===== src/rtl/watch_pkg.sv =====
// ---------------------------------------------------------------------------
// watch_pkg
// Shared definitions for the stopwatch lap controller.
//   state_t       : controller state encoding (also exported on state_o)
//   SIZE_DEF      : default BCD digit width
//   MAX_ADDR_DEF  : default number of lap slots
//   ptr_width()   : bits needed for a slot counter that can reach 'slots'
// ---------------------------------------------------------------------------
package watch_pkg;

    typedef enum logic [1:0] {
        IDLE   = 2'd0,
        RUN    = 2'd1,
        PAUSE  = 2'd2,
        REPLAY = 2'd3
    } state_t;

    localparam int SIZE_DEF     = 4;
    localparam int MAX_ADDR_DEF = 8;

    // The write pointer has to hold the value 'slots' itself (memory full),
    // so the counter needs one state more than the number of slots.
    function automatic int ptr_width(input int slots);
        return (slots < 1) ? 1 : $clog2(slots + 1);
    endfunction

endpackage


===== src/rtl/watch_ctrl_if.sv =====
// ---------------------------------------------------------------------------
// watch_ctrl_if
// Bundles the controller's button/tick/time-digit inputs with its time
// handler and lap memory outputs.
//   master : the controller side (watch_ctrl)
//   slave  : the surrounding system (buttons, time handler, lap memory)
// ---------------------------------------------------------------------------
interface watch_ctrl_if
    import watch_pkg::*;
#(
    parameter int SIZE = SIZE_DEF
);

    logic              pulse;
    logic              start_stop;
    logic              lap;
    logic              replay;
    logic [SIZE-1:0]   seconds_units;
    logic [SIZE-1:0]   seconds_tens;
    logic [SIZE-1:0]   minutes_units;
    logic [SIZE-1:0]   minutes_tens;

    logic              pulse_fsm;
    logic              restart;
    logic              save;
    logic              we;
    logic              re;
    logic [7:0]        addr;
    logic [4*SIZE-1:0] wdata;
    logic              full;
    logic [1:0]        state_o;

    modport master (
        input  pulse, start_stop, lap, replay,
        input  seconds_units, seconds_tens, minutes_units, minutes_tens,
        output pulse_fsm, restart, save, we, re, addr, wdata, full, state_o
    );

    modport slave (
        output pulse, start_stop, lap, replay,
        output seconds_units, seconds_tens, minutes_units, minutes_tens,
        input  pulse_fsm, restart, save, we, re, addr, wdata, full, state_o
    );

endinterface


===== src/rtl/lap_ptr.sv =====
// ---------------------------------------------------------------------------
// lap_ptr
// Slot counter counting 0..LIMIT, wrapping back to 0 when incremented at
// LIMIT. Clear has priority over increment.
//   clk, rst : clock, asynchronous active-low reset
//   clr      : synchronous clear to 0
//   inc      : advance by one slot
//   count    : current slot value
//   term     : count has reached LIMIT
// ---------------------------------------------------------------------------
module lap_ptr
    import watch_pkg::*;
#(
    parameter int WIDTH = ptr_width(MAX_ADDR_DEF),
    parameter int LIMIT = MAX_ADDR_DEF
) (
    input  logic             clk,
    input  logic             rst,
    input  logic             clr,
    input  logic             inc,
    output logic [WIDTH-1:0] count,
    output logic             term
);

    assign term = (count == WIDTH'(LIMIT));

    always_ff @(posedge clk or negedge rst) begin
        if (!rst) begin
            count <= '0;
        end else if (clr) begin
            count <= '0;
        end else if (inc) begin
            count <= term ? '0 : count + WIDTH'(1);
        end
    end

endmodule


===== src/rtl/watch_ctrl.sv =====
// ---------------------------------------------------------------------------
// watch_ctrl
// Stopwatch controller: gates the 1 s tick to the time handler, stores lap
// times into a small lap memory and replays them one per tick.
//   clk  : system clock, all state changes on the rising edge
//   rst  : asynchronous active-low reset
//   bus  : watch_ctrl_if.master
//          in : pulse, start_stop, lap, replay, four BCD time digits
//          out: pulse_fsm, restart, save/we/addr/wdata (lap write),
//               re/addr (lap read), full, state_o
// ---------------------------------------------------------------------------
module watch_ctrl
    import watch_pkg::*;
#(
    parameter int SIZE     = SIZE_DEF,
    parameter int MAX_ADDR = MAX_ADDR_DEF
) (
    input  logic         clk,
    input  logic         rst,
    watch_ctrl_if.master bus
);

    localparam int PTR_W = ptr_width(MAX_ADDR);

    state_t            state;
    state_t            next_state;

    logic [PTR_W-1:0]  wr_ptr;
    logic [PTR_W-1:0]  rd_ptr;
    logic              wr_term;
    logic              rd_term;

    logic              ss_btn;
    logic              lap_btn;
    logic              replay_btn;
    logic              last_read;

    logic              restart_c;
    logic              lap_take;
    logic              wr_clr;
    logic              rd_clr;
    logic              re_c;

    logic              we_q;
    logic [PTR_W-1:0]  wr_addr_q;
    logic [4*SIZE-1:0] wdata_q;

    // Button priority start_stop > lap > replay: a lower button pressed in
    // the same cycle as a higher one is simply dropped.
    assign ss_btn     = bus.start_stop;
    assign lap_btn    = bus.lap & ~bus.start_stop;
    assign replay_btn = bus.replay & ~bus.start_stop & ~bus.lap;

    // The read in progress is the last one when it targets the newest
    // written slot; rd_term guards the case where every slot was written.
    assign last_read = (rd_ptr + PTR_W'(1) == wr_ptr) || rd_term;

    lap_ptr #(
        .WIDTH (PTR_W),
        .LIMIT (MAX_ADDR)
    ) u_wr_ptr (
        .clk   (clk),
        .rst   (rst),
        .clr   (wr_clr),
        .inc   (lap_take),
        .count (wr_ptr),
        .term  (wr_term)
    );

    lap_ptr #(
        .WIDTH (PTR_W),
        .LIMIT (MAX_ADDR - 1)
    ) u_rd_ptr (
        .clk   (clk),
        .rst   (rst),
        .clr   (rd_clr),
        .inc   (re_c),
        .count (rd_ptr),
        .term  (rd_term)
    );

    always_ff @(posedge clk or negedge rst) begin
        if (!rst) begin
            state <= IDLE;
        end else begin
            state <= next_state;
        end
    end

    always_comb begin
        next_state = state;
        case (state)
            IDLE: begin
                if (ss_btn) next_state = RUN;
            end
            RUN: begin
                if (ss_btn) next_state = PAUSE;
            end
            PAUSE: begin
                if (ss_btn)                               next_state = RUN;
                else if (lap_btn)                         next_state = IDLE;
                else if (replay_btn && wr_ptr != '0)      next_state = REPLAY;
            end
            REPLAY: begin
                if (ss_btn)                               next_state = PAUSE;
                else if (bus.pulse && last_read)          next_state = PAUSE;
            end
        endcase
    end

    // Mealy strobes. The write pointer advances at the lap edge itself, so
    // the slot index and digits are captured for the following write cycle.
    always_comb begin
        restart_c = 1'b0;
        lap_take  = 1'b0;
        wr_clr    = 1'b0;
        rd_clr    = 1'b0;
        re_c      = 1'b0;
        case (state)
            IDLE: begin
                if (ss_btn) begin
                    restart_c = 1'b1;
                    wr_clr    = 1'b1;
                end
            end
            RUN: begin
                lap_take = lap_btn & ~wr_term;
            end
            PAUSE: begin
                restart_c = lap_btn;
                rd_clr    = replay_btn & (wr_ptr != '0);
            end
            REPLAY: begin
                re_c = bus.pulse & ~ss_btn;
            end
        endcase
    end

    // One-cycle write stage; it runs independently of the state so a write
    // still lands when start_stop pauses the watch in the following cycle.
    always_ff @(posedge clk or negedge rst) begin
        if (!rst) begin
            we_q      <= 1'b0;
            wr_addr_q <= '0;
            wdata_q   <= '0;
        end else begin
            we_q <= lap_take;
            if (lap_take) begin
                wr_addr_q <= wr_ptr;
                wdata_q   <= {bus.minutes_tens, bus.minutes_units,
                              bus.seconds_tens, bus.seconds_units};
            end
        end
    end

    // restart is gated by rst because in reset the state already reads IDLE
    // and a held start_stop would otherwise leak through.
    assign bus.pulse_fsm = bus.pulse & (state == RUN);
    assign bus.restart   = restart_c & rst;
    assign bus.we        = we_q;
    assign bus.save      = we_q;
    assign bus.re        = re_c;
    assign bus.wdata     = wdata_q;
    assign bus.full      = wr_term;
    assign bus.state_o   = state;
    assign bus.addr      = we_q ? 8'(wr_addr_q) :
                           re_c ? 8'(rd_ptr)    : 8'(wr_ptr);

endmodule

===== src/flat_wrapper.sv =====
// flat-port wrapper written by rule: the top's interface ports become plain ports
module watch_ctrl_flat import watch_pkg::*;
#(
    parameter int SIZE     = SIZE_DEF,
    parameter int MAX_ADDR = MAX_ADDR_DEF
)
  (clk, rst, bus_pulse, bus_start_stop, bus_lap, bus_replay, bus_seconds_units, bus_seconds_tens, bus_minutes_units, bus_minutes_tens, bus_pulse_fsm, bus_restart, bus_save, bus_we, bus_re, bus_addr, bus_wdata, bus_full, bus_state_o);
  watch_ctrl_if #(.SIZE(SIZE)) bus_i ();
  input  logic clk;
  input  logic rst;
  input wire logic [$bits(bus_i.pulse)-1:0] bus_pulse;
  input wire logic [$bits(bus_i.start_stop)-1:0] bus_start_stop;
  input wire logic [$bits(bus_i.lap)-1:0] bus_lap;
  input wire logic [$bits(bus_i.replay)-1:0] bus_replay;
  input wire logic [$bits(bus_i.seconds_units)-1:0] bus_seconds_units;
  input wire logic [$bits(bus_i.seconds_tens)-1:0] bus_seconds_tens;
  input wire logic [$bits(bus_i.minutes_units)-1:0] bus_minutes_units;
  input wire logic [$bits(bus_i.minutes_tens)-1:0] bus_minutes_tens;
  output wire logic [$bits(bus_i.pulse_fsm)-1:0] bus_pulse_fsm;
  output wire logic [$bits(bus_i.restart)-1:0] bus_restart;
  output wire logic [$bits(bus_i.save)-1:0] bus_save;
  output wire logic [$bits(bus_i.we)-1:0] bus_we;
  output wire logic [$bits(bus_i.re)-1:0] bus_re;
  output wire logic [$bits(bus_i.addr)-1:0] bus_addr;
  output wire logic [$bits(bus_i.wdata)-1:0] bus_wdata;
  output wire logic [$bits(bus_i.full)-1:0] bus_full;
  output wire logic [$bits(bus_i.state_o)-1:0] bus_state_o;
  assign bus_i.pulse = bus_pulse;
  assign bus_i.start_stop = bus_start_stop;
  assign bus_i.lap = bus_lap;
  assign bus_i.replay = bus_replay;
  assign bus_i.seconds_units = bus_seconds_units;
  assign bus_i.seconds_tens = bus_seconds_tens;
  assign bus_i.minutes_units = bus_minutes_units;
  assign bus_i.minutes_tens = bus_minutes_tens;
  assign bus_pulse_fsm = bus_i.pulse_fsm;
  assign bus_restart = bus_i.restart;
  assign bus_save = bus_i.save;
  assign bus_we = bus_i.we;
  assign bus_re = bus_i.re;
  assign bus_addr = bus_i.addr;
  assign bus_wdata = bus_i.wdata;
  assign bus_full = bus_i.full;
  assign bus_state_o = bus_i.state_o;
  watch_ctrl #(.SIZE(SIZE), .MAX_ADDR(MAX_ADDR)) u_core (.clk(clk), .rst(rst), .bus(bus_i));
endmodule

===== config.mk =====
export PLATFORM = sky130hd
export DESIGN_NAME = watch_ctrl_flat
export DESIGN_NICKNAME = d
export VERILOG_FILES = /design/src/rtl/watch_pkg.sv /design/src/rtl/watch_ctrl_if.sv /design/src/rtl/lap_ptr.sv /design/src/rtl/watch_ctrl.sv /design/src/flat_wrapper.sv
export SDC_FILE = /design/constraint.sdc
export NUM_CORES = 1
export LEC_CHECK = 0
export BUFFER_PORTS_ARGS = -buffer_cell sky130_fd_sc_hd__buf_4
export CORE_MARGIN = 4
export CORE_UTILIZATION = 53
export DETAILED_ROUTE_END_ITERATION = 8
export GPL_TIMING_DRIVEN = 0
export MAX_ROUTING_LAYER = met4
export PLACE_DENSITY = 0.85
export SLEW_MARGIN = 0
export SYNTH_ARGS = -nofsm -noshare
export SYNTH_HDL_FRONTEND = slang
export SYNTH_SLANG_ARGS = --single-unit
export TNS_END_PERCENT = 20

===== constraint.sdc =====
create_clock -name clk -period 2.75 [get_ports clk]
set_clock_uncertainty 0.15 [all_clocks]
set_input_delay 0.4125 -clock clk [delete_from_list [all_inputs] [get_ports clk]]
set_output_delay 0.4125 -clock clk [all_outputs]
set_load 0.03 [all_outputs]

* Word-level counts from Yosys, hierarchy flattened *
Cells that the tools add are included.
W data, S select, Z words.

operators by class
  equality and inequality tests = 10
  order comparisons = 0
  $add $sub $neg = 2
  reduce and logical (&&, ||, !) cells = 8
  mux-type cells = 22
  bitwise operators = 11
  multiply operators = 0
  shifts and indexed selects = 0
  divide/modulo/power cells = 0

operators with widths
  cell                   count
  $mux W4                7
  $mux W2                7
  $add A4 B1 Y4 const B  2
  $and A1 B1 Y1          8
  $mux W8                1
  $pmux W2 S4            1
  $mux W1                5
  $eq A2 B2 Y1 const B   2
  $eq A4 B3 Y1 const B   1
  $eq A4 B4 Y1           1
  $eq A4 B4 Y1 const B   1
  $ne A2 B2 Y1 const B   2
  $ne A4 B2 Y1 const B   1
  $reduce_and A4 Y1      1
  $reduce_bool A2 Y1     2
  $reduce_bool A4 Y1     1
  $ne A3 B2 Y1 const B   1
  $not A1 Y1             3
  $eq A2 B1 Y1 const B   1
  $logic_and A1 B1 Y1    2
  $logic_not A2 Y1       1
  $pmux W1 S2            1
  $logic_or A1 B1 Y1     1

storage, ports and cells
  bits in latches = 0
  input bits = 22
  output and inout bits = 32
  register bits = 31
  word-level logic and storage cells = 59
  memory bits (writable) = 0
  memories = 0
  bits in read-only memories = 0

* Depth between registers and ports, before layout *
  depth in word-level cells = 8
  depth in mapped cells = 8
  depth with buffers taken out = 7

* By module *
From an unflattened synthesis, not the netlist that was laid out.

second synthesis, totals
  cell total of the unflattened synthesis = 137
  area, all modules = 1,629.1 um2

by module, submodules not included
  module                     sequential area each (um2)  area an instance (um2)  times used  cells an instance
  watch_ctrl                 575.6                       1,179.9                 1           93
  lap_ptr (u_core.u_wr_ptr)  100.1                       236.5                   1           25
  lap_ptr (u_core.u_rd_ptr)  100.1                       212.7                   1           19

* Worst setup path before layout *
Ideal clock, no wire load.

  path kind = flip-flop to output port
  from = register u_core.state[1], in the netlist u_core.bus.state_o[1]
  to = output port bus_addr[0]
  data required time = 2,188 ps
  stages on the path, launching flop included = 7
  setup slack = 115 ps
  arrival = 2,072 ps
  path through = dfrtp_1 -> buf_2 -> and4b_1 -> buf_4 -> buf_2 -> a21oi_1 -> o21ai_0

on the way
  cells in the longest elaborated chain, start to end = 4

ends and longest elaborated chain
  element                   RTL line            RTL
  start: declaration        watch_ctrl.sv:25    state_t state;
  start signal: assignment  watch_ctrl.sv:86    state <= next_state;
  $eq A2 B2 Y1              watch_ctrl.sv:119   case (state)
  $mux W1                   watch_ctrl.sv:119
  net bus_re                flat_wrapper.sv:23  output wire logic [$bits(bus_i.re)-1:0] bus_re;
  $mux W4                   watch_ctrl.sv:167   re_c ? 8'(rd_ptr) : 8'(wr_ptr);
  $mux W8                   watch_ctrl.sv:166   assign bus.addr = we_q ? 8'(wr_addr_q) :
  end: declaration          flat_wrapper.sv:24  output wire logic [$bits(bus_i.addr)-1:0] bus_addr;

The timed path passes the listed nets, and every way through them passes these cells.

* Worst setup path in the final report *
  from = register u_core.state[1], in the netlist u_core.bus.state_o[1]
  to = output port bus_addr[3]

on the way
  cells in the longest elaborated chain, start to end = 4

ends and longest elaborated chain
  element       RTL line
  $eq A2 B2 Y1  watch_ctrl.sv:119
  $mux W1       watch_ctrl.sv:119
  $mux W4       watch_ctrl.sv:167
  $mux W8       watch_ctrl.sv:166

Every way passes these cells.

==> flow_metrics.env <==
export IMPL_hold_ws_ns=0.121
export IMPL_multi_input_area_sq_um=692
export IMPL_final_cell_mix="nand2_1, buf_4, dfrtp_1"
export IMPL_leakagePower_nw=1.10
export IMPL_grt_pass1_vias=1303
export IMPL_yosys_area_share_simple=0.257
export IMPL_relSlewSlack=0.655
export IMPL_grt_setup_unrepaired="no"
export IMPL_regArea_sq_um=776
export IMPL_hpwl_um=2470
export IMPL_portBuffers=48
export IMPL_cts_buffer_depth=2
export IMPL_worstSetupPathType="register to output pin"
export IMPL_wirelength_um=3360
export IMPL_synth_compound_area_frac=0.0828
export IMPL_core_area_sq_um=2810
export IMPL_end_kind="output pin"
export IMPL_routabilityCongestion=0.825
export IMPL_cts_clk_slew_worst_paths_ns=0.10
export IMPL_tritoncts="yes"
export IMPL_overflow=0
export IMPL_synth_xor_xnor_area_share=0.0497
export IMPL_cts_root_buf="clkbuf_4"
export IMPL_layout_setup_ws_ns=0.270
export IMPL_required_ns=2.19
export IMPL_vdd_ir_drop_max_mv=0.716
export IMPL_final_common_cell="nand2_1"
export IMPL_yosysSeqAreaShare=0.489
export IMPL_ys_ff_latch=31
export IMPL_outcome="complete, no violations"
export IMPL_yosysWarnings=0
export IMPL_cpPeakStageDelay_ns=0.38
export IMPL_numCtsBuffers=5
export IMPL_period_share=0.902
export IMPL_crit_family="buffers and inverters"
export IMPL_slowest_stage="dfrtp_1"
export IMPL_cts_sinks=31
export IMPL_grt_pass1_wl_um=5730
export IMPL_yosys_area_share_adder=0.0237
export IMPL_critPathBufInv=4
export IMPL_critPathArrivalTime_ns=1.92
export IMPL_synth_top_family_by_area="simple AND/OR/NAND/NOR gates"
export IMPL_synth_distinct_cells=37
export IMPL_fin_setup_tns_ns=0
export IMPL_pin_count=54
export IMPL_drc=0
export IMPL_routed_via_density=5.01
export IMPL_detail_route_wl_per_cell_um=12.4
export IMPL_synthesis_area_sq_um=1590
export IMPL_antenna_cells=0
export IMPL_track_usage=0.189
export IMPL_antenna_found_initial=0
export IMPL_nFillCells=221
export IMPL_dieWidth_um=62.7
export IMPL_fin_crit_ns=2.48
export IMPL_ant_nets=0
export IMPL_setup_viol_count_final=0
export IMPL_insertion_delay_ns=0.33
export IMPL_vias=1358
export IMPL_post_route_util=0.740
export IMPL_initial_utilization=0.566
export IMPL_placed_area_sq_um=2000
export IMPL_drtIter0Drc=54
export IMPL_pre_cts_ws_ns=0.614
export IMPL_cp_max_fo=10
export IMPL_hp_class="primary input to register"
export IMPL_die_h_um=62.7
export IMPL_cp_cell_sequence="buf_2, and4b_1, buf_4, buf_2, nor2_1, a21oi_1, o21ai_0, buf_4"
export IMPL_num_rows=19
export IMPL_powerDensity_nw_per_um2=1090
export IMPL_drv_slew=0
export IMPL_ctsHtreeMaxLevel=2
export IMPL_synthMuxAreaShare=0.0134
export IMPL_syn_instance_count=180
export IMPL_die_area_sq_um=3930
export IMPL_layout_drive_gt1_share=0.300
export IMPL_drt_pass1_iterations=4
export IMPL_post_cts_resized=0
export IMPL_area_growth_pct=30.8
export IMPL_grt_max_degree=33
export IMPL_worst_pin_slew_ns=0.513
export IMPL_fmax_ghz=0.403
export IMPL_avgSynthCellArea_sq_um=8.81
export IMPL_setup_worst_path_start_class="register"
export IMPL_cap_violations=0
export IMPL_finalInstanceArea_sq_um=2080
export IMPL_finalHoldViolations=0
export IMPL_nets=264
what timing repair did:
item	in CTS	in global routing
setup endpoints to repair	0	0
hold buffers	1	0
setup buffers	0	0
endpoints found under the hold margin	31	0
per-layer routing:
metal  GRT usage  vias up  wire, um
met2       0.308       40      1660
li1            -      688         -
met4      0.0551        0        38
met3      0.0629        7       212
met1       0.224      623      1450
met5           -        -         0
synthesized netlist by cell type:
| master | count | area (sq um) |
|---|---|---|
| a21o_1 | 1 | 7.51 |
| a21oi_1 | 5 | 25.0 |
| a22o_1 | 1 | 8.76 |
| a2bb2oi_1 | 1 | 8.76 |
| a41oi_1 | 1 | 8.76 |
| and3_1 | 1 | 6.26 |
| and4b_1 | 1 | 10.0 |
| and4bb_4 | 1 | 16.3 |
| buf_2 | 5 | 25.0 |
| buf_4 | 6 | 45.0 |
| buf_6 | 2 | 22.5 |
| clkbuf_1 | 1 | 3.75 |
| conb_1 | 1 | 3.75 |
| dfrtp_1 | 31 | 776 |
| ha_1 | 3 | 37.5 |
| inv_1 | 8 | 30.0 |
| inv_2 | 1 | 3.75 |
| mux2_2 | 1 | 11.3 |
| mux2i_1 | 1 | 10.0 |
| nand2_1 | 61 | 229 |
| nand2_4 | 1 | 11.3 |
| nand2b_1 | 2 | 12.5 |
| nand3_1 | 3 | 15.0 |
| nand3b_1 | 2 | 15.0 |
| nand4_1 | 2 | 12.5 |
| nand4bb_1 | 1 | 11.3 |
| nor2_1 | 10 | 37.5 |
| nor3_1 | 2 | 10.0 |
| nor3b_1 | 2 | 15.0 |
| o21ai_0 | 7 | 35.0 |
| o21ai_1 | 1 | 5.00 |
| o221ai_1 | 1 | 8.76 |
| o22a_1 | 1 | 8.76 |
| o31ai_1 | 2 | 15.0 |
| or3_1 | 1 | 6.26 |
| xnor2_1 | 6 | 52.6 |
| xor2_1 | 3 | 26.3 |
sequential cells by signal, indices dropped and copies added (netlist names):
| signal | count |
|---|---|
| u_core.bus.save | 1 |
| u_core.bus.state_o | 2 |
| u_core.bus.wdata | 16 |
| u_core.u_rd_ptr.count | 4 |
| u_core.u_wr_ptr.count | 4 |
| u_core.wr_addr_q | 4 |
cell families (layout without fill, tap and decap cells):
| logic type | after synthesis | count (layout) |
|---|---|---|
| AND/OR/NAND/NOR | 90 | 90 |
| flip-flops | 31 | 31 |
| buffers and inverters | 23 | 80 |
| AO/OA/AOI/OAI | 21 | 21 |
| XOR/XNOR | 9 | 9 |
| adder cells (fa/ha/maj) | 3 | 3 |
| multiplexers | 2 | 2 |
| other | 1 | 4 |
per-stage QoR:
stage,cells,power [mW]
floorplan,183,1.57
global placement,262,1.96
detailed placement,262,1.99
CTS,271,2.29
global route,271,2.43
finish,271,2.27
power breakdown:
| part | switching, mW | total (mW) | internal, mW | leakage (nW) |
|---|---|---|---|---|
| Clock | 0.147 | 0.297 | 0.150 | 0.0386 |
| Combinational | 0.692 | 1.16 | 0.463 | 0.666 |
| Sequential | 0.164 | 0.820 | 0.656 | 0.394 |
layout make-up:
cell class,instances,area share
clock buffers,8,0.0332
inverters,9,0.0163
plain buffers,14,0.0464
flip-flops and latches,31,0.374
multi-input cells,129,0.333
well taps,31,0.0187
repair buffers,49,0.178
worst register-to-register path, delay by kind of cell, from the launching register on:
kind,cells,cell delay [ns]
flip-flops,1,0.46
AO/OA/AOI/OAI,2,0.27
AND/OR/NAND/NOR,2,0.53
adder cells (fa/ha/maj),1,0.18
buffers and inverters,1,0.13
worst paths after layout:
path	depth (start not counted)	end	slack, ns	start
worst min-delay path	3	u_core.bus.wdata[12]	0.12	bus_minutes_tens[0]
worst max register to register	6	u_core.bus.state_o[0]	0.92	u_core.u_wr_ptr.count[0]
worst max-delay path	8	bus_addr[3]	0.27	u_core.bus.state_o[1]
max in group asynchronous	2	u_core.bus.wdata[5]	1.77	rst
worst min register to register	2	u_core.bus.wdata[2]	0.33	u_core.bus.wdata[2]
min in group asynchronous	2	u_core.u_rd_ptr.count[0]	0.39	rst
(Power assumes the default switching activity.)
